## config.mk

```make
export PLATFORM = sky130hd
export DESIGN_NAME = pwm_deadtime
export DESIGN_NICKNAME = d
export VERILOG_FILES = /design/src/rtl/pwm_pkg.sv /design/src/rtl/pwm_dt_channel.sv /design/src/rtl/pwm_deadtime.sv
export SDC_FILE = /design/constraint.sdc
export NUM_CORES = 1
export LEC_CHECK = 0
export ABC_CLOCK_PERIOD_IN_PS = 3400
export CAP_MARGIN = 20
export CORE_ASPECT_RATIO = 0.75
export CORE_MARGIN = 3
export CORE_UTILIZATION = 30
export CTS_CLUSTER_DIAMETER = 200
export DETAILED_ROUTE_END_ITERATION = 10
export SYNTH_ARGS = -nofsm -noshare
export SYNTH_HDL_FRONTEND = slang
export SYNTH_SLANG_ARGS = --single-unit
export TNS_END_PERCENT = 50
```

## constraint.sdc

```tcl
create_clock -name clk -period 3.4 [get_ports clk]
set_clock_uncertainty 0.2 [all_clocks]
set_input_delay 0.68 -clock clk [delete_from_list [all_inputs] [get_ports clk]]
set_output_delay 0.68 -clock clk [all_outputs]
set_load 0.05 [all_outputs]
```

## src/rtl/pwm_pkg.sv

```systemverilog
// Shared types for the PWM timer and dead-time stage: channel FSM encoding,
// gate-pair payload and default widths.
package pwm_pkg;

  localparam int unsigned DT_WIDTH_DEFAULT     = 8;
  localparam int unsigned NUM_CHANNELS_DEFAULT = 4;

  // Encoding is shared with the timer bench; keep values stable.
  typedef enum logic [2:0] {
    OFF     = 3'd0,
    LS_ON   = 3'd1,
    DT_RISE = 3'd2,
    HS_ON   = 3'd3,
    DT_FALL = 3'd4
  } dt_state_e;

  typedef struct packed {
    logic hs;
    logic ls;
  } gate_t;

  // Gate drive for a given channel state; only the two ON states drive a switch.
  function automatic gate_t gate_decode(input dt_state_e s);
    gate_t g;
    g.hs = (s == HS_ON);
    g.ls = (s == LS_ON);
    return g;
  endfunction

endpackage

```

## src/rtl/pwm_dt_channel.sv

```systemverilog
// One half-bridge: dead-time FSM, its down-counter and the registered gate pair.
module pwm_dt_channel
  import pwm_pkg::*;
#(
  parameter int unsigned DT_WIDTH = DT_WIDTH_DEFAULT
) (
  input  logic                clk,
  input  logic                rst,
  input  logic                i_pwm,
  input  logic                i_force_off,
  input  logic [DT_WIDTH-1:0] i_dt_rise,
  input  logic [DT_WIDTH-1:0] i_dt_fall,
  output logic                o_hs,
  output logic                o_ls
);

  dt_state_e           state_q, state_d;
  logic [DT_WIDTH-1:0] cnt_q, cnt_d;
  gate_t               gate_d;
  logic                hs_q, ls_q;

  // Next state; force-off beats everything, dead time is latched on DT entry.
  always_comb begin
    state_d = state_q;
    cnt_d   = cnt_q;
    if (i_force_off) begin
      state_d = OFF;
      cnt_d   = '0;
    end else begin
      unique case (state_q)
        OFF: begin
          state_d = LS_ON;
        end
        LS_ON: begin
          if (i_pwm) begin
            if (i_dt_rise == '0) begin
              state_d = HS_ON;
            end else begin
              state_d = DT_RISE;
              cnt_d   = i_dt_rise - DT_WIDTH'(1);
            end
          end
        end
        DT_RISE: begin
          if (!i_pwm) begin
            state_d = LS_ON;
            cnt_d   = '0;
          end else if (cnt_q == '0) begin
            state_d = HS_ON;
          end else begin
            cnt_d = cnt_q - DT_WIDTH'(1);
          end
        end
        HS_ON: begin
          if (!i_pwm) begin
            if (i_dt_fall == '0) begin
              state_d = LS_ON;
            end else begin
              state_d = DT_FALL;
              cnt_d   = i_dt_fall - DT_WIDTH'(1);
            end
          end
        end
        DT_FALL: begin
          if (i_pwm) begin
            state_d = HS_ON;
            cnt_d   = '0;
          end else if (cnt_q == '0) begin
            state_d = LS_ON;
          end else begin
            cnt_d = cnt_q - DT_WIDTH'(1);
          end
        end
        default: begin
          state_d = OFF;
          cnt_d   = '0;
        end
      endcase
    end
    gate_d = gate_decode(state_d);
  end

  always_ff @(posedge clk or posedge rst) begin
    if (rst) begin
      state_q <= OFF;
      cnt_q   <= '0;
      hs_q    <= 1'b0;
      ls_q    <= 1'b0;
    end else begin
      state_q <= state_d;
      cnt_q   <= cnt_d;
      hs_q    <= gate_d.hs;
      ls_q    <= gate_d.ls;
    end
  end

  assign o_hs = hs_q;
  assign o_ls = ls_q;

endmodule

```

## src/rtl/pwm_deadtime.sv

```systemverilog
// Dead-time insertion for NUM_CHANNELS half-bridges with a synchronized,
// software-cleared fault latch that forces every gate off.
module pwm_deadtime
  import pwm_pkg::*;
#(
  parameter int unsigned NUM_CHANNELS = NUM_CHANNELS_DEFAULT,
  parameter int unsigned DT_WIDTH     = DT_WIDTH_DEFAULT
) (
  input  logic                    clk,
  input  logic                    rst,
  input  logic [NUM_CHANNELS-1:0] i_pwm,
  input  logic [NUM_CHANNELS-1:0] i_en,
  input  logic [DT_WIDTH-1:0]     i_dt_rise,
  input  logic [DT_WIDTH-1:0]     i_dt_fall,
  input  logic                    i_fault,
  input  logic                    i_fault_clr,
  output logic [NUM_CHANNELS-1:0] o_hs,
  output logic [NUM_CHANNELS-1:0] o_ls,
  output logic                    o_fault
);

  logic                    fault_meta_q;
  logic                    fault_sync_q;
  logic                    fault_latched_q, fault_latched_d;
  logic [NUM_CHANNELS-1:0] force_off_c;

  // A live synchronized fault always wins over a clear request.
  always_comb begin
    fault_latched_d = fault_latched_q;
    if (fault_sync_q) begin
      fault_latched_d = 1'b1;
    end else if (i_fault_clr) begin
      fault_latched_d = 1'b0;
    end
    force_off_c = ~i_en | {NUM_CHANNELS{fault_latched_q}};
  end

  always_ff @(posedge clk or posedge rst) begin
    if (rst) begin
      fault_meta_q    <= 1'b0;
      fault_sync_q    <= 1'b0;
      fault_latched_q <= 1'b0;
    end else begin
      fault_meta_q    <= i_fault;
      fault_sync_q    <= fault_meta_q;
      fault_latched_q <= fault_latched_d;
    end
  end

  assign o_fault = fault_latched_q;

  for (genvar ch = 0; ch < int'(NUM_CHANNELS); ch++) begin : g_ch
    pwm_dt_channel #(
      .DT_WIDTH (DT_WIDTH)
    ) u_ch (
      .clk         (clk),
      .rst         (rst),
      .i_pwm       (i_pwm[ch]),
      .i_force_off (force_off_c[ch]),
      .i_dt_rise   (i_dt_rise),
      .i_dt_fall   (i_dt_fall),
      .o_hs        (o_hs[ch]),
      .o_ls        (o_ls[ch])
    );
  end

endmodule
```

==> impl_metrics.csv <==
group,metric,value,unit
outcome,status,"finished, final reports clean",
timing,final_hold_viol_count,0,
place,hpwl,9194,um
power,clkPwrFrac,38.1,%
global_routing,busiest_layer,"met2",
final_layout,drive_above_1_share,7.209,%
detailed_routing,first_pass_iters,7,
logic_synthesis,yosysWarnings,0,
logic_synthesis,seq_area_frac_synth,33.57,%
power,vdd_drop_max,0.1530,mV
power,seqPwrFrac,45.7,%
logic_synthesis,syn_avg_cell_area,8.071,sq um
detailed_routing,first_iter_violations,535,
critical_path,crit_path_end_kind,"flip-flop",
critical_path,cp.required,3380,ps
logic_synthesis,syn_area,4100,sq um
power,internal_power,1.075,mW
detailed_routing,finalWirelength,12180,um
final_layout,fin_util,36.76,%
floorplan,dieArea,15120,sq um
clocking,clockBufferDepth,2,
global_routing,grt_overflow,0,
detailed_routing,viasPerCell,5.711,
place,port_buffers,36,
logic_synthesis,yosysTopAreaCell,"dfrtp_1",
clocking,cts_tree,"done",
timing,fin_tns_setup,0,ps
clocking,clk_latency,300,ps
flow_run,max_cap_viol_count,0,
detailed_routing,vias,4066,
critical_path,crit_type,"input port to flip-flop",
global_routing,grt_max_degree,30,
global_routing,met3_usage,2.853,%
logic_synthesis,ys.flop_type,"dfrtp_1",
power,power_frac_comb,16.3,%
place,gp_congestion,0.9255,
timing,drv_slew,0,
critical_path,cp-start-kind,"input port",
floorplan,pin_count,37,
floorplan,initial_core_util,31.17,%
timing,max_freq,335.0,MHz
floorplan,fp.dieH,107.2,um
timing,rsz0062_at_grt,"false",
power,leakagePower,1.925,nW
clocking,cts.repair.resized,0,
power,power.total,1.480,mW
power,switching_share,27.35,%
timing,setup_violations,0,
logic_synthesis,synthDistinctLibCells,71,
critical_path,cp_data_arrival_time,2960,ps
critical_path,worstPathMaxFanout,8,
floorplan,num_rows,36,
global_routing,grt_pass1_wl,19710,um
timing,period_share,87.80,%
floorplan,fp.coreArea,13150,sq um
global_routing,antenna_found_initial,0,
logic_synthesis,syn_nets,546,
clocking,ctsHoldBuffers,0,
final_layout,syn_to_final_growth,17.91,%
clocking,cts_max_level,2,
global_routing,track_usage,16.07,%
clocking,cts_setup_buffers,0,
final_layout,layout_common_cells,"55 x dfrtp_1, 50 x nor2_1, 48 x o21ai_0, 46 x nand2_1, 36 x clkdlybuf4s50_1",
worst_hold_path,hp-class,"flip-flop to flip-flop",
timing,finalCriticalPeriod,2985,ps
clocking,cts_buffers,5,
final_layout,n_antenna_cell,0,
logic_synthesis,ys_ff_latch,55,
clocking,cts_sinks,55,
logic_synthesis,synth-edff-count,0,
logic_synthesis,synthCells,508,
detailed_routing,drc,0,
final_layout,layout_commonest_cell,"dfrtp_1",
power,switching_power,0.4047,mW
power,powerDensity,306.0,nW/um^2
global_routing,use_met2,24.56,%
detailed_routing,post_drt_wl_per_cell,17.11,um
clocking,clockRootBuffer,"clkbuf_16",
timing,worst_pin_slew,708.6,ps
global_routing,grt_pass1_vias,3730,
detailed_routing,antenna_left,0,
clocking,clk_pin_slew,70,ps
logic_synthesis,async_flop_share,100.0,%
critical_path,rrSetupSlack,940,ps
timing,slew_headroom,52.66,%
floorplan,die_w,141.0,um
logic_synthesis,synth_area_leaders,"dfrtp_1 34%, o21ai_0 5.9%, nor2_1 4.6%",
final_layout,n_fill_cell,1372,
logic_synthesis,synth_top_area_share,33.57,%
global_routing,grt_use_met1,23.75,%
final_layout,nNetsFinal,578,
[per-layer routing]
layer  part of all wire, %  up-vias
met5                     0        -
met4                   1.5        0
met3                   5.9       14
met2                    45      165
met1                    48     1947
li1                      -     1940
[registers in the layout, indices dropped and copies added (netlist names)]
signal and count:
g_ch.u_ch.cnt_q 32, fault_meta_q 1, o_fault 1, g_ch.u_ch.state_q 12, g_ch.u_ch.o_ls 4, fault_sync_q 1, g_ch.u_ch.o_hs 4
[layout make-up]
type	count	area, sq um	area share, %
Multi-Input combinational cell	394	2460	50.88
Sequential cell	55	1376	28.47
Timing Repair Buffer	56	523.0	10.82
Tap cell	171	214.0	4.425
Clock buffer	8	156.4	3.235
Inverter	28	105.1	2.174
[stage by stage]
step / hold slack [ps] / worst slack, ps / instance area, sq um / instances
floorplan: 131.2 / 670.1 / 4100 / 508
global placement: 146.2 / 185.1 / 4678 / 704
detailed placement: 152.4 / 90.04 / 4678 / 704
CTS: 168.6 / 410.6 / 4835 / 712
global route: 177.3 / 188.0 / 4835 / 712
finish: 165.6 / 414.8 / 4835 / 712
[worst max-delay path, stage by stage]
cell,delay (ps)
clkdlybuf4s50_1,460
inv_1,140
ha_1,230
nor3b_1,260
nand2_1,200
a311o_1,430
a21oi_2,150
nand2b_1,280
o21ai_0,140
[synth_stat cells, types with 3 or more instances]
library cell   n
a211oi_1       3
a21oi_1       17
a222oi_1       4
a22oi_1        5
a31oi_1        9
a32o_1        15
a32oi_1        4
and2_1         7
buf_2          4
buf_4          8
clkbuf_1      16
dfrtp_1       55
ha_1          10
inv_1         28
mux2i_1        4
nand2_1       46
nand2b_1      11
nand3_1        6
nor2_1        50
nor2b_1       14
nor3_1        32
nor3b_1        6
nor4_1         3
nor4b_1        5
o21ai_0       48
o21bai_1       3
o22ai_1       17
or3_1          6
xnor2_1        8
xor2_1         9
[cell families (layout without fill, tap and decap cells)]
logic type	Yosys count	in the layout	share of synthesized area, %
AO/OA/AOI/OAI	156	156	25.94
XOR/XNOR	17	17	3.632
adder cells (fa/ha/maj)	10	10	3.052
buffers and inverters	59	92	6.439
flip-flops	55	55	33.57
multiplexers	6	6	1.526
AND/OR/NAND/NOR	205	205	25.85
[worst paths after layout]
path | to | start | cells after the start
worst max-delay path | g_ch[0].u_ch.cnt_q[6] | i_dt_rise[0] | 9
worst min register to register | fault_sync_q | fault_meta_q | 0
worst max register to register | g_ch[1].u_ch.o_hs | g_ch[1].u_ch.cnt_q[2] | 5
max in group asynchronous | g_ch[0].u_ch.cnt_q[4] | rst | 3
worst min-delay path | fault_sync_q | fault_meta_q | 0
min in group asynchronous | fault_meta_q | rst | 2
[power by group through the flow]
stage / sequential, mW / clock, mW / combinational (mW)
floorplan: 0.682 / 0 / 0.136
global placement: 0.688 / 0 / 0.237
detailed placement: 0.689 / 0 / 0.239
CTS: 0.676 / 0.570 / 0.240
global route: 0.677 / 0.593 / 0.262
finish: 0.675 / 0.563 / 0.241
Power figures use the tool's default switching activity.
